===== src/rtl/ex_mem_reg_pkg.sv =====
// ---------------------------------------------------------------------------
// ex_mem_reg_pkg
// Shared definitions for the EX/MEM pipeline register of the 5-stage MIPS
// core: data-path widths, zero constants, write-enable and stall-bit
// encodings, stall-vector indices, the captured write-back request bundle
// and the per-edge update-mode selector.
// ---------------------------------------------------------------------------
package ex_mem_reg_pkg;

  // Data-path widths
  localparam int REG_BUS_W  = 32;
  localparam int REG_ADDR_W = 5;

  // Zero constants
  localparam logic [REG_BUS_W-1:0]   ZERO_WORD  = '0;
  localparam logic [2*REG_BUS_W-1:0] ZERO_DWORD = '0;

  // Write-enable encodings
  localparam logic WRITE_ENABLE  = 1'b1;
  localparam logic WRITE_DISABLE = 1'b0;

  // Stall-bit encodings
  localparam logic STOP    = 1'b1;
  localparam logic NO_STOP = 1'b0;

  // Positions of the execute and memory stages in the global stall vector
  localparam int EX_IDX  = 3;
  localparam int MEM_IDX = 4;

  // Write-back and HI/LO request carried from execute to memory
  typedef struct packed {
    logic [REG_ADDR_W-1:0] wd;
    logic                  wreg;
    logic [REG_BUS_W-1:0]  wdata;
    logic [REG_BUS_W-1:0]  hi;
    logic [REG_BUS_W-1:0]  lo;
    logic                  whilo;
  } mem_req_t;

  // A bubble is a request that writes nothing
  localparam mem_req_t BUBBLE_REQ = '{
    wd:    '0,
    wreg:  WRITE_DISABLE,
    wdata: ZERO_WORD,
    hi:    ZERO_WORD,
    lo:    ZERO_WORD,
    whilo: WRITE_DISABLE
  };

  // Exactly one of these applies on every rising edge
  typedef enum logic [1:0] {
    MODE_FLUSH,   // forced bubble, accumulate state cleared
    MODE_BUBBLE,  // execute stalled alone: bubble, accumulate state kept
    MODE_PASS,    // execute advances into memory
    MODE_HOLD     // execute and memory both stalled
  } upd_mode_e;

  // Priority: flush, then EX-only stall, then pass, then hold. A memory
  // stall without an execute stall cannot come from the control block and
  // falls into pass-through.
  function automatic upd_mode_e sel_mode(input logic flush,
                                         input logic ex_stall,
                                         input logic mem_stall);
    if (flush)
      return MODE_FLUSH;
    else if (ex_stall == STOP && mem_stall == NO_STOP)
      return MODE_BUBBLE;
    else if (ex_stall == NO_STOP)
      return MODE_PASS;
    else
      return MODE_HOLD;
  endfunction

endpackage


===== src/rtl/ex_mem_reg_sat_counter.sv =====
// ---------------------------------------------------------------------------
// sat_counter
// Up-counter that increments by one per enabled cycle and stops at its
// all-ones value instead of wrapping. Reusable by every stage register.
//   clk     : clock, rising edge
//   rst_n   : asynchronous active-low reset, clears the count
//   inc_i   : increment request for this cycle
//   count_o : current count
// ---------------------------------------------------------------------------
module sat_counter #(
  parameter int W = 16
) (
  input  logic         clk,
  input  logic         rst_n,
  input  logic         inc_i,
  output logic [W-1:0] count_o
);

  logic [W-1:0] count_q;
  logic [W-1:0] count_d;

  always_comb begin
    count_d = count_q;
    if (inc_i && (count_q != {W{1'b1}}))
      count_d = count_q + W'(1);
  end

  // NOTE: sequential state is written only with non-blocking assignments so
  // every flop samples the pre-edge values of its neighbours.
  always_ff @(posedge clk or negedge rst_n) begin
    if (!rst_n)
      count_q <= '0;
    else
      count_q <= count_d;
  end

  assign count_o = count_q;

endmodule


===== src/rtl/ex_mem_reg.sv =====
// ---------------------------------------------------------------------------
// ex_mem_reg
// Pipeline register between the execute and memory-access stages. Captures
// the register write-back and HI/LO write requests, honours the global stall
// vector (hold when both stages stall, bubble when only execute stalls),
// feeds the multi-cycle accumulate state back to execute, and counts bubbles.
//   clk                 : core clock, rising edge
//   rst                 : asynchronous active-low reset
//   stall               : global stall vector (bit 0 = pc ... bit 5 = wb)
//   flush               : synchronous flush, forces a bubble
//   ex_wd/ex_wreg/ex_wdata          : write-back request from execute
//   ex_hi/ex_lo/ex_whilo            : HI/LO write request from execute
//   hilo_i/cnt_i        : accumulate temporary and cycle count from execute
//   mem_wd/mem_wreg/mem_wdata       : registered write-back request
//   mem_hi/mem_lo/mem_whilo         : registered HI/LO write request
//   hilo_o/cnt_o        : accumulate state fed back to execute
//   bubble_cnt          : saturating count of bubbles inserted since reset
// ---------------------------------------------------------------------------
module ex_mem_reg #(
  parameter int STALL_W = 6,
  parameter int EX_IDX  = ex_mem_reg_pkg::EX_IDX,
  parameter int MEM_IDX = ex_mem_reg_pkg::MEM_IDX,
  parameter int BCNT_W  = 16
) (
  input  logic                                   clk,
  input  logic                                   rst,
  input  logic [STALL_W-1:0]                     stall,
  input  logic                                   flush,
  input  logic [ex_mem_reg_pkg::REG_ADDR_W-1:0]  ex_wd,
  input  logic                                   ex_wreg,
  input  logic [ex_mem_reg_pkg::REG_BUS_W-1:0]   ex_wdata,
  input  logic [ex_mem_reg_pkg::REG_BUS_W-1:0]   ex_hi,
  input  logic [ex_mem_reg_pkg::REG_BUS_W-1:0]   ex_lo,
  input  logic                                   ex_whilo,
  input  logic [2*ex_mem_reg_pkg::REG_BUS_W-1:0] hilo_i,
  input  logic [1:0]                             cnt_i,
  output logic [ex_mem_reg_pkg::REG_ADDR_W-1:0]  mem_wd,
  output logic                                   mem_wreg,
  output logic [ex_mem_reg_pkg::REG_BUS_W-1:0]   mem_wdata,
  output logic [ex_mem_reg_pkg::REG_BUS_W-1:0]   mem_hi,
  output logic [ex_mem_reg_pkg::REG_BUS_W-1:0]   mem_lo,
  output logic                                   mem_whilo,
  output logic [2*ex_mem_reg_pkg::REG_BUS_W-1:0] hilo_o,
  output logic [1:0]                             cnt_o,
  output logic [BCNT_W-1:0]                      bubble_cnt
);

  import ex_mem_reg_pkg::*;

  upd_mode_e             mode;
  mem_req_t              ex_req;
  mem_req_t              req_q,  req_d;
  logic [2*REG_BUS_W-1:0] hilo_q, hilo_d;
  logic [1:0]            cnt_q,  cnt_d;
  logic                  bubble_inc;

  // Only the execute and memory bits matter here; the rest of the vector
  // belongs to other stage registers.
  logic stall_unused;
  assign stall_unused = ^stall;

  assign mode = sel_mode(flush, stall[EX_IDX], stall[MEM_IDX]);

  assign ex_req = '{
    wd:    ex_wd,
    wreg:  ex_wreg,
    wdata: ex_wdata,
    hi:    ex_hi,
    lo:    ex_lo,
    whilo: ex_whilo
  };

  // NOTE: every next-state signal is given its hold value before the case so
  // no path leaves it unassigned and no latch is inferred.
  always_comb begin
    req_d  = req_q;
    hilo_d = hilo_q;
    cnt_d  = cnt_q;
    case (mode)
      MODE_FLUSH: begin
        req_d  = BUBBLE_REQ;
        hilo_d = ZERO_DWORD;
        cnt_d  = '0;
      end
      MODE_BUBBLE: begin
        // Execute is still iterating a madd/msub: hand its state back.
        req_d  = BUBBLE_REQ;
        hilo_d = hilo_i;
        cnt_d  = cnt_i;
      end
      MODE_PASS: begin
        req_d  = ex_req;
        hilo_d = ZERO_DWORD;
        cnt_d  = '0;
      end
      default: ;  // MODE_HOLD keeps everything
    endcase
  end

  assign bubble_inc = (mode == MODE_FLUSH) || (mode == MODE_BUBBLE);

  // Asynchronous reset also discards any partially accumulated madd/msub
  // state; execute restarts the instruction afterwards.
  always_ff @(posedge clk or negedge rst) begin
    if (!rst) begin
      req_q  <= BUBBLE_REQ;
      hilo_q <= ZERO_DWORD;
      cnt_q  <= '0;
    end else begin
      req_q  <= req_d;
      hilo_q <= hilo_d;
      cnt_q  <= cnt_d;
    end
  end

  sat_counter #(
    .W(BCNT_W)
  ) u_bubble_cnt (
    .clk     (clk),
    .rst_n   (rst),
    .inc_i   (bubble_inc),
    .count_o (bubble_cnt)
  );

  assign mem_wd    = req_q.wd;
  assign mem_wreg  = req_q.wreg;
  assign mem_wdata = req_q.wdata;
  assign mem_hi    = req_q.hi;
  assign mem_lo    = req_q.lo;
  assign mem_whilo = req_q.whilo;
  assign hilo_o    = hilo_q;
  assign cnt_o     = cnt_q;

endmodule


===== config.mk =====
export PLATFORM = sky130hd
export DESIGN_NAME = ex_mem_reg
export DESIGN_NICKNAME = d
export VERILOG_FILES = /design/src/rtl/ex_mem_reg_pkg.sv /design/src/rtl/ex_mem_reg_sat_counter.sv /design/src/rtl/ex_mem_reg.sv
export SDC_FILE = /design/constraint.sdc
export NUM_CORES = 1
export LEC_CHECK = 0
export ABC_AREA = 1
export BUFFER_PORTS_ARGS = -buffer_cell sky130_fd_sc_hd__buf_2
export CAP_MARGIN = 10
export CORE_ASPECT_RATIO = 0.75
export CORE_MARGIN = 2
export CORE_UTILIZATION = 25
export CTS_CLUSTER_SIZE = 10
export DETAILED_ROUTE_END_ITERATION = 7
export GPL_ROUTABILITY_DRIVEN = 0
export GPL_TIMING_DRIVEN = 0
export SLEW_MARGIN = 30
export SYNTH_ARGS = -nofsm -noshare
export SYNTH_HDL_FRONTEND = slang
export SYNTH_SLANG_ARGS = --single-unit

===== constraint.sdc =====
create_clock -name clk -period 1.55 [get_ports clk]
set_input_delay 0.155 -clock clk [delete_from_list [all_inputs] [get_ports clk]]
set_output_delay 0.155 -clock clk [all_outputs]
set_load 0.02 [all_outputs]

==> results.py, run 1 <==
metrics = {
    "sta": {
        "setup_viol_count_final": 0,
        "slew_headroom_pct": 55.6,
        "clock_skew_ns": 0.00591,
        "final.min_clock_period_ns": 1.46,
        "tightestPinTransition_ns": 0.666,
        "hold_viol": 0,
        "rsz0062_at_grt": "true",
        "maxSlewViolCount": 0,
        "max_freq_ghz": 0.683,
        "period_share_pct": 94.5,
    },
    "yosys": {
        "synth_nets": 1049,
        "yosysWarnings": 0,
        "ys_seq_area_share_pct": 59.6,
        "avgSynthCellArea_um2": 8.93,
        "synthCells": 870,
        "ys_types": 22,
        "syn_area_um2": 7770,
        "ys_ff_latch": 185,
    },
    "route": {
        "drtIter0Drc": 377,
        "drcViolationCount": 0,
        "antenna_left": 0,
        "wirelength_um": 27400,
        "via_per_inst": 4.27,
        "vias": 7848,
        "dr.pass1.iters": 5,
        "wl_per_cell_um": 14.9,
    },
    "layout": {
        "finalNetCount": 1600,
        "seq_area_um2": 4630,
        "multi_input_area_um2": 1990,
        "fin_util_pct": 41.2,
        "areaGrowthSynthToFinish_pct": 60.8,
        "fillers": 2964,
        "layout-drive-gt1-share_pct": 30.5,
    },
    "global_routing": {
        "gr-total-overflow": 0,
        "grt_pass1_wl_um": 42200,
        "first_global_vias": 7929,
        "antenna_found_initial": 2,
        "grt_usage_pct": 16.7,
        "grt_max_degree": 76,
    },
    "worst_setup_path": {
        "cp.required_ns": 1.88,
        "cp-end-kind": "flip-flop",
        "critPathLaunchType": "flip-flop",
        "cp_num_buf_inv": 3,
        "path_max_fanout": 10,
        "path_delay_family": "simple AND/OR/NAND/NOR gates",
        "cpPeakStageDelay_ns": 0.41,
        "cp_cell_sequence": "ha_2 > nand3_2 > inv_2 > nand2_2 > inv_2 > nand2_4 > nand2_2 > buf_6 > nand2_1 > o21ai_2",
        "worst-setup-path-type": "flip-flop to flip-flop",
        "cpMaxStageDelayCell": "dfrtp_1",
        "arrival_ns": 1.79,
    },
    "cts": {
        "cts_buffers": 17,
        "clock-root-buffer": "clkbuf_16",
        "clk-insertion-delay-late_ns": 0.44,
        "cts_buffer_depth": 2,
        "cts_tree": "yes",
        "path_clk_slew_ns": 0.07,
        "cts.sinks": 185,
        "h-tree-depth": 4,
    },
    "pwr": {
        "powerDensity_nw_per_um2": 970,
        "leakagePower_nw": 6.51,
        "fin_total_pwr_mw": 12.1,
        "max-vdd-ir-drop_v": 0.000659,
    },
    "floorplan": {
        "core_um2": 30300,
        "die_y_um": 157,
        "initial_core_util_pct": 25.6,
        "rows": 55,
        "die_area_um2": 32500,
        "chipWidth_um": 208,
        "num_io_pins": 363,
    },
    "worst_hold_path": {
        "worst_hold_path_type": "primary input to flip-flop",
    },
    "status": {
        "status": "complete, no violations",
    },
    "placement": {
        "place_hpwl_um": 18900,
        "io_buffer_count": 358,
    },
    "job": {
        "cap_viol_max_count": 0,
    },
}
[path summary, 6_finish.rpt]
check,start,end,slack [ns],depth (start not counted)
min in group asynchronous,rst,u_bubble_cnt.count_o[9],0.20,2
worst min-delay path,ex_hi[21],mem_hi[21],0.04,3
max in group asynchronous,rst,mem_wdata[29],0.66,3
worst min register to register,mem_wdata[2],mem_wdata[2],0.53,2
worst max register to register,u_bubble_cnt.count_o[1],u_bubble_cnt.count_o[6],0.09,10
worst max-delay path,u_bubble_cnt.count_o[1],u_bubble_cnt.count_o[6],0.09,10
[cell families after synthesis]
family | share of synthesized area [%]
fa+ha+maj | 0.161
compound gates | 12.4
buf+inv | 15.0
flops | 59.6
xor+xnor | 0.564
simple gates | 12.3
[routing by layer]
| metal | share of wire, % | track usage [%] | wire (µm) | up-vias |
|---|---|---|---|---|
| met5 | 0 | 0 | 0 | - |
| met4 | 3.0 | 7.72 | 826 | 0 |
| met3 | 6.0 | 4.76 | 1650 | 41 |
| met2 | 47 | 27.1 | 13000 | 273 |
| met1 | 44 | 20.8 | 12000 | 3713 |
| li1 | - | - | - | 3821 |
[tightest hold or removal path, stage by stage]
cell and delay, ns:
buf_2 0.13, nand3_1 0.08, o21ai_0 0.07
[report_power, final]
| part | internal, mW | total, mW | switching [mW] |
|---|---|---|---|
| logic | 0.894 | 2.04 | 1.15 |
| registers | 5.08 | 5.28 | 0.204 |
| clock network | 2.77 | 4.79 | 2.02 |
| total | 8.74 | 12.1 | 3.38 |
[synthesized netlist by cell type, drive strengths merged]
master | instances | share of area, %
inv | 252 | 12
dfrtp | 185 | 60
nand3 | 110 | 7.2
o21ai | 110 | 7.1
nand2 | 67 | 3.4
o22ai | 66 | 5.3
buf | 30 | 1.9
nor2 | 19 | 1.0
clkbuf | 18 | 0.87
nand4 | 5 | 0.40
xnor2 | 5 | 0.56
nand3b | 2 | 0.19
ha | 1 | 0.16
[cell usage in the layout (no fill, tap or decap), drive strengths merged]
master | Yosys | layout
diode | 0 | 3
clkbuf | 18 | 37
buf | 30 | 393
nor2 | 19 | 19
nand3 | 110 | 110
nand2 | 67 | 67
dlygate4sd3 | 0 | 169
dfrtp | 185 | 185
ha | 1 | 1
o22ai | 66 | 66
inv | 252 | 256
xnor2 | 5 | 5
o21ai | 110 | 110
nand3b | 2 | 2
bufinv | 0 | 4
clkinvlp | 0 | 1
clkinv | 0 | 4
nand4 | 5 | 5
[through the flow]
| stage | TNS, ns | instances | hold slack [ns] | worst slack [ns] | cell area, µm² |
|---|---|---|---|---|---|
| 4_1_cts | 0 | 1831 | 0.0115 | 0.0170 | 12500 |
| 3_5_place_dp | -4.85 | 1629 | 0.0829 | -0.273 | 10100 |
| 2_1_floorplan | 0 | 870 | -0.141 | 0.0432 | 7770 |
| 6_report | 0 | 1836 | 0.0368 | 0.0853 | 12500 |
| 5_1_grt | -0.194 | 1835 | 0.0453 | -0.0359 | 12500 |
| 3_3_place_gp | -546.04 | 1627 | 0.391 | -2.95 | 10100 |
[state kept, by name, summed over array words and instances (netlist names)]
name	count
mem_wdata	32
hilo_o	64
mem_wreg	1
mem_lo	32
mem_whilo	1
mem_hi	32
cnt_o	2
mem_wd	5
u_bubble_cnt.count_o	16
[cell type report]
class | instances | area share [%]
multi-input combinational | 385 | 15.9
tap | 399 | 4.00
sequential | 185 | 37.1
clock buffer | 19 | 3.55
clock inverter | 13 | 1.52
antenna | 3 | 0.0601
inverter | 252 | 7.57
buffer | 48 | 1.74
timing repair buffer | 532 | 28.6
[what timing repair did]
item	4_1_cts	5_1_grt
endpoints found under the hold margin	225	0
setup buffers	1	2
pin swaps	0	0
hold buffers	169	0
resized for setup	2	2
setup endpoints to repair	9	12
(Power assumes the default switching activity.)
==> inputs of run 2 (changes only) <==
Settings changed: ABC_AREA 1 to 0.
==> run 2 against run 1 <==
The flow now finishes with violations (negative setup slack); first-iteration DRC count down 48%; power decreased by 2.6%; synthesized cell count is 48% lower; global-route usage shrank 1.0 points; non-clock buffer count fell by 3; sequential share of layout area up 3.5 points; hold slack better by 0.080 ns; combinational power about the same; critical endpoint is now u_bubble_cnt.count_o[1]; largest power group unchanged.
==> results.py, run 2 <==
metrics = {
    "status": {
        "status": "finished, violations left",
        "violations": "negative setup slack",
    },
    "sta": {
        "tightestPinTransition_ns": 0.543,
        "period_share_pct": 111,
        "setup_viol_count_final": 10,
        "final.min_clock_period_ns": 1.72,
        "max_freq_ghz": 0.582,
        "maxSlewViolCount": 0,
        "rsz0062_at_grt": "true",
        "hold_slack_ns": 0.117,
        "fin_ws_ns": -0.170,
        "clock_skew_ns": 0.00786,
        "slew_headroom_pct": 63.8,
        "hold_viol": 0,
    },
    "yosys": {
        "syn_area_um2": 6720,
        "yosysWarnings": 0,
        "synth_top_flop_cell": "dfrtp_1",
        "ys_seq_area_share_pct": 68.9,
        "yosysTopAreaCell": "dfrtp_1",
        "synth_nets": 630,
        "synthCells": 451,
        "netlist_top_cells_count": "dfrtp_1, a22o_1, clkbuf_1",
        "netlist.area_leader.share_pct": 68.9,
        "synth-edff-count": 0,
        "synth_most_common_cell": "dfrtp_1",
        "ys_types": 33,
        "synth_area_leaders": "dfrtp_1, a22o_1, clkbuf_1",
        "async_reset_ff_share_pct": 100,
        "ys_ff_latch": 185,
        "avgSynthCellArea_um2": 14.9,
    },
    "job": {
        "cap_viol_max_count": 0,
    },
    "layout": {
        "layout-drive-gt1-share_pct": 42.8,
        "areaGrowthSynthToFinish_pct": 70.5,
        "diodes": 0,
        "fillers": 2388,
        "final_cell_mix": "buf_2, dfrtp_1, dlygate4sd3_1",
        "largest_reg_flops": 64,
        "finalNetCount": 1188,
        "design_area_um2": 11500,
        "fin_util_pct": 43.8,
        "layout_commonest_cell": "buf_2",
    },
    "floorplan": {
        "num_io_pins": 363,
        "die_y_um": 146,
        "initial_core_util_pct": 25.7,
        "chipWidth_um": 193,
        "die_area_um2": 28200,
        "rows": 51,
        "core_um2": 26200,
    },
    "cts": {
        "cts_buffers": 17,
        "cts.sinks": 185,
        "clock-root-buffer": "clkbuf_16",
        "path_clk_slew_ns": 0.08,
        "clk-insertion-delay-late_ns": 0.43,
        "h-tree-depth": 4,
        "cts_buffer_depth": 2,
        "cts_tree": "yes",
    },
    "worst_setup_path": {
        "reg2reg_depth": 4,
        "arrival_ns": 2.04,
        "rr_endpoint": "u_bubble_cnt.count_o[1]",
        "cp.required_ns": 1.87,
        "cp-end-kind": "flip-flop",
        "path_max_fanout": 7,
        "worst-setup-path-type": "flip-flop to flip-flop",
        "reg2reg_slack_ns": -0.17,
        "regToRegStartpoint": "u_bubble_cnt.count_o[14]",
        "critPathLaunchType": "flip-flop",
    },
    "route": {
        "antenna_left": 0,
        "drtIter0Drc": 197,
        "vias": 6159,
        "wl_per_cell_um": 16.5,
        "wirelength_um": 22500,
        "drcViolationCount": 0,
        "via_per_inst": 4.51,
        "dr.pass1.iters": 4,
    },
    "worst_hold_path": {
        "holdPathEnd": "u_bubble_cnt.count_o[4]",
        "hold_path_depth": 3,
        "worst_hold_path_type": "primary input to flip-flop",
        "hp-start": "flush",
    },
    "placement": {
        "io_buffer_count": 357,
        "placed_cell_area_um2": 9030,
        "pre_cts_slack_ns": -0.555,
        "place_hpwl_um": 15000,
    },
    "pwr": {
        "fin_total_pwr_mw": 11.8,
        "max-vdd-ir-drop_v": 0.000684,
        "leakagePower_nw": 6.09,
        "powerDensity_nw_per_um2": 1030,
    },
    "global_routing": {
        "gr-total-overflow": 0,
        "antenna_found_initial": 0,
        "first_global_vias": 6558,
        "grt_usage_pct": 15.7,
        "grt_pass1_wl_um": 35200,
        "grt_max_degree": 87,
    },
}
-- run 2: cell count changes in the layout (fill, tap and decap cells not counted), sizes merged, moves of 11 or more --
| cell | previous run | this run |
|---|---|---|
| nand3 | 110 | 6 |
| nor2 | 19 | 5 |
| buf | 393 | 377 |
| o21ai | 110 | 2 |
| nand2 | 67 | 3 |
| a22o | 0 | 169 |
| o22ai | 66 | 0 |
| clkbuf | 37 | 48 |
| inv | 256 | 9 |
-- run 2: report_power, final --
group / internal, mW / switching (mW) / leakage, nW
clock network: 2.34 / 2.05 / 0.290
registers: 5.11 / 0.249 / 2.47
logic: 0.997 / 1.05 / 3.33
total: 8.45 / 3.35 / 6.09
-- run 2: critical path, cell delays in order, from the launching register on --
cell and delay [ns]:
dfrtp_2 0.42, nand4_4 0.16, or4b_4 0.59, o21a_4 0.14, mux2_4 0.29
-- run 2: metrics by stage --
stage               std cells  setup TNS, ns
global route             1366          -2.02
finish                   1366         -0.889
detailed placement       1154         -48.14
global placement         1152        -547.10
CTS                      1362         -0.830
floorplan                 451         -0.591
-- run 2: cell type report --
type	count	area (µm²)	share of cell area, %
Sequential cell	185	4640	40.5
Timing Repair Buffer	539	3630	31.7
Multi-Input combinational cell	228	2000	17.4
Clock buffer	18	439	3.83
Tap cell	344	430	3.76
Buffer	38	163	1.42
Clock inverter	14	153	1.33
-- run 2: worst max-delay path by stage --
stage | to | startpoint | cells after the start | slack, ns
after floorplan | u_bubble_cnt.count_o[1] | u_bubble_cnt.count_o[0] | 5 | -0.27
after global placement | u_bubble_cnt.count_o[8] | rst | 1 | -3.06
after detailed placement | mem_lo[26] | flush | 5 | -0.55
after CTS | u_bubble_cnt.count_o[1] | u_bubble_cnt.count_o[0] | 5 | -0.17
after global routing | u_bubble_cnt.count_o[1] | u_bubble_cnt.count_o[14] | 4 | -0.22
final | u_bubble_cnt.count_o[1] | u_bubble_cnt.count_o[14] | 4 | -0.17
-- run 2: kinds of logic (layout without fill, tap and decap cells) --
kind of cell / after synthesis / after routing / synth area share [%]
DFF: 185 / 185 / 68.9
AOI/OAI and AO/OA: 183 / 183 / 23.7
buffers and inverters: 38 / 609 / 2.31
and+or+nand+nor: 33 / 33 / 3.37
xor gates and xnor gates: 9 / 9 / 1.17
muxes: 2 / 2 / 0.391
adders and majority gates: 1 / 1 / 0.186
-- run 2: timing repair --
item,CTS,global route
endpoints found under the setup margin,28,71
buffers inserted,6,4
cloned,0,0
gates resized for setup,9,11
hold buffers,170,0
pin swaps,3,2
hold endpoints to repair,354,0
-- run 2: layer usage --
| metal | share of wire (%) | GRT usage, % | vias up |
|---|---|---|---|
| met5 | 0 | 0 | - |
| met4 | 2.3 | 5.80 | 0 |
| met3 | 6.2 | 4.36 | 36 |
| met2 | 47 | 25.2 | 255 |
| met1 | 44 | 20.3 | 2994 |
| li1 | - | - | 2874 |
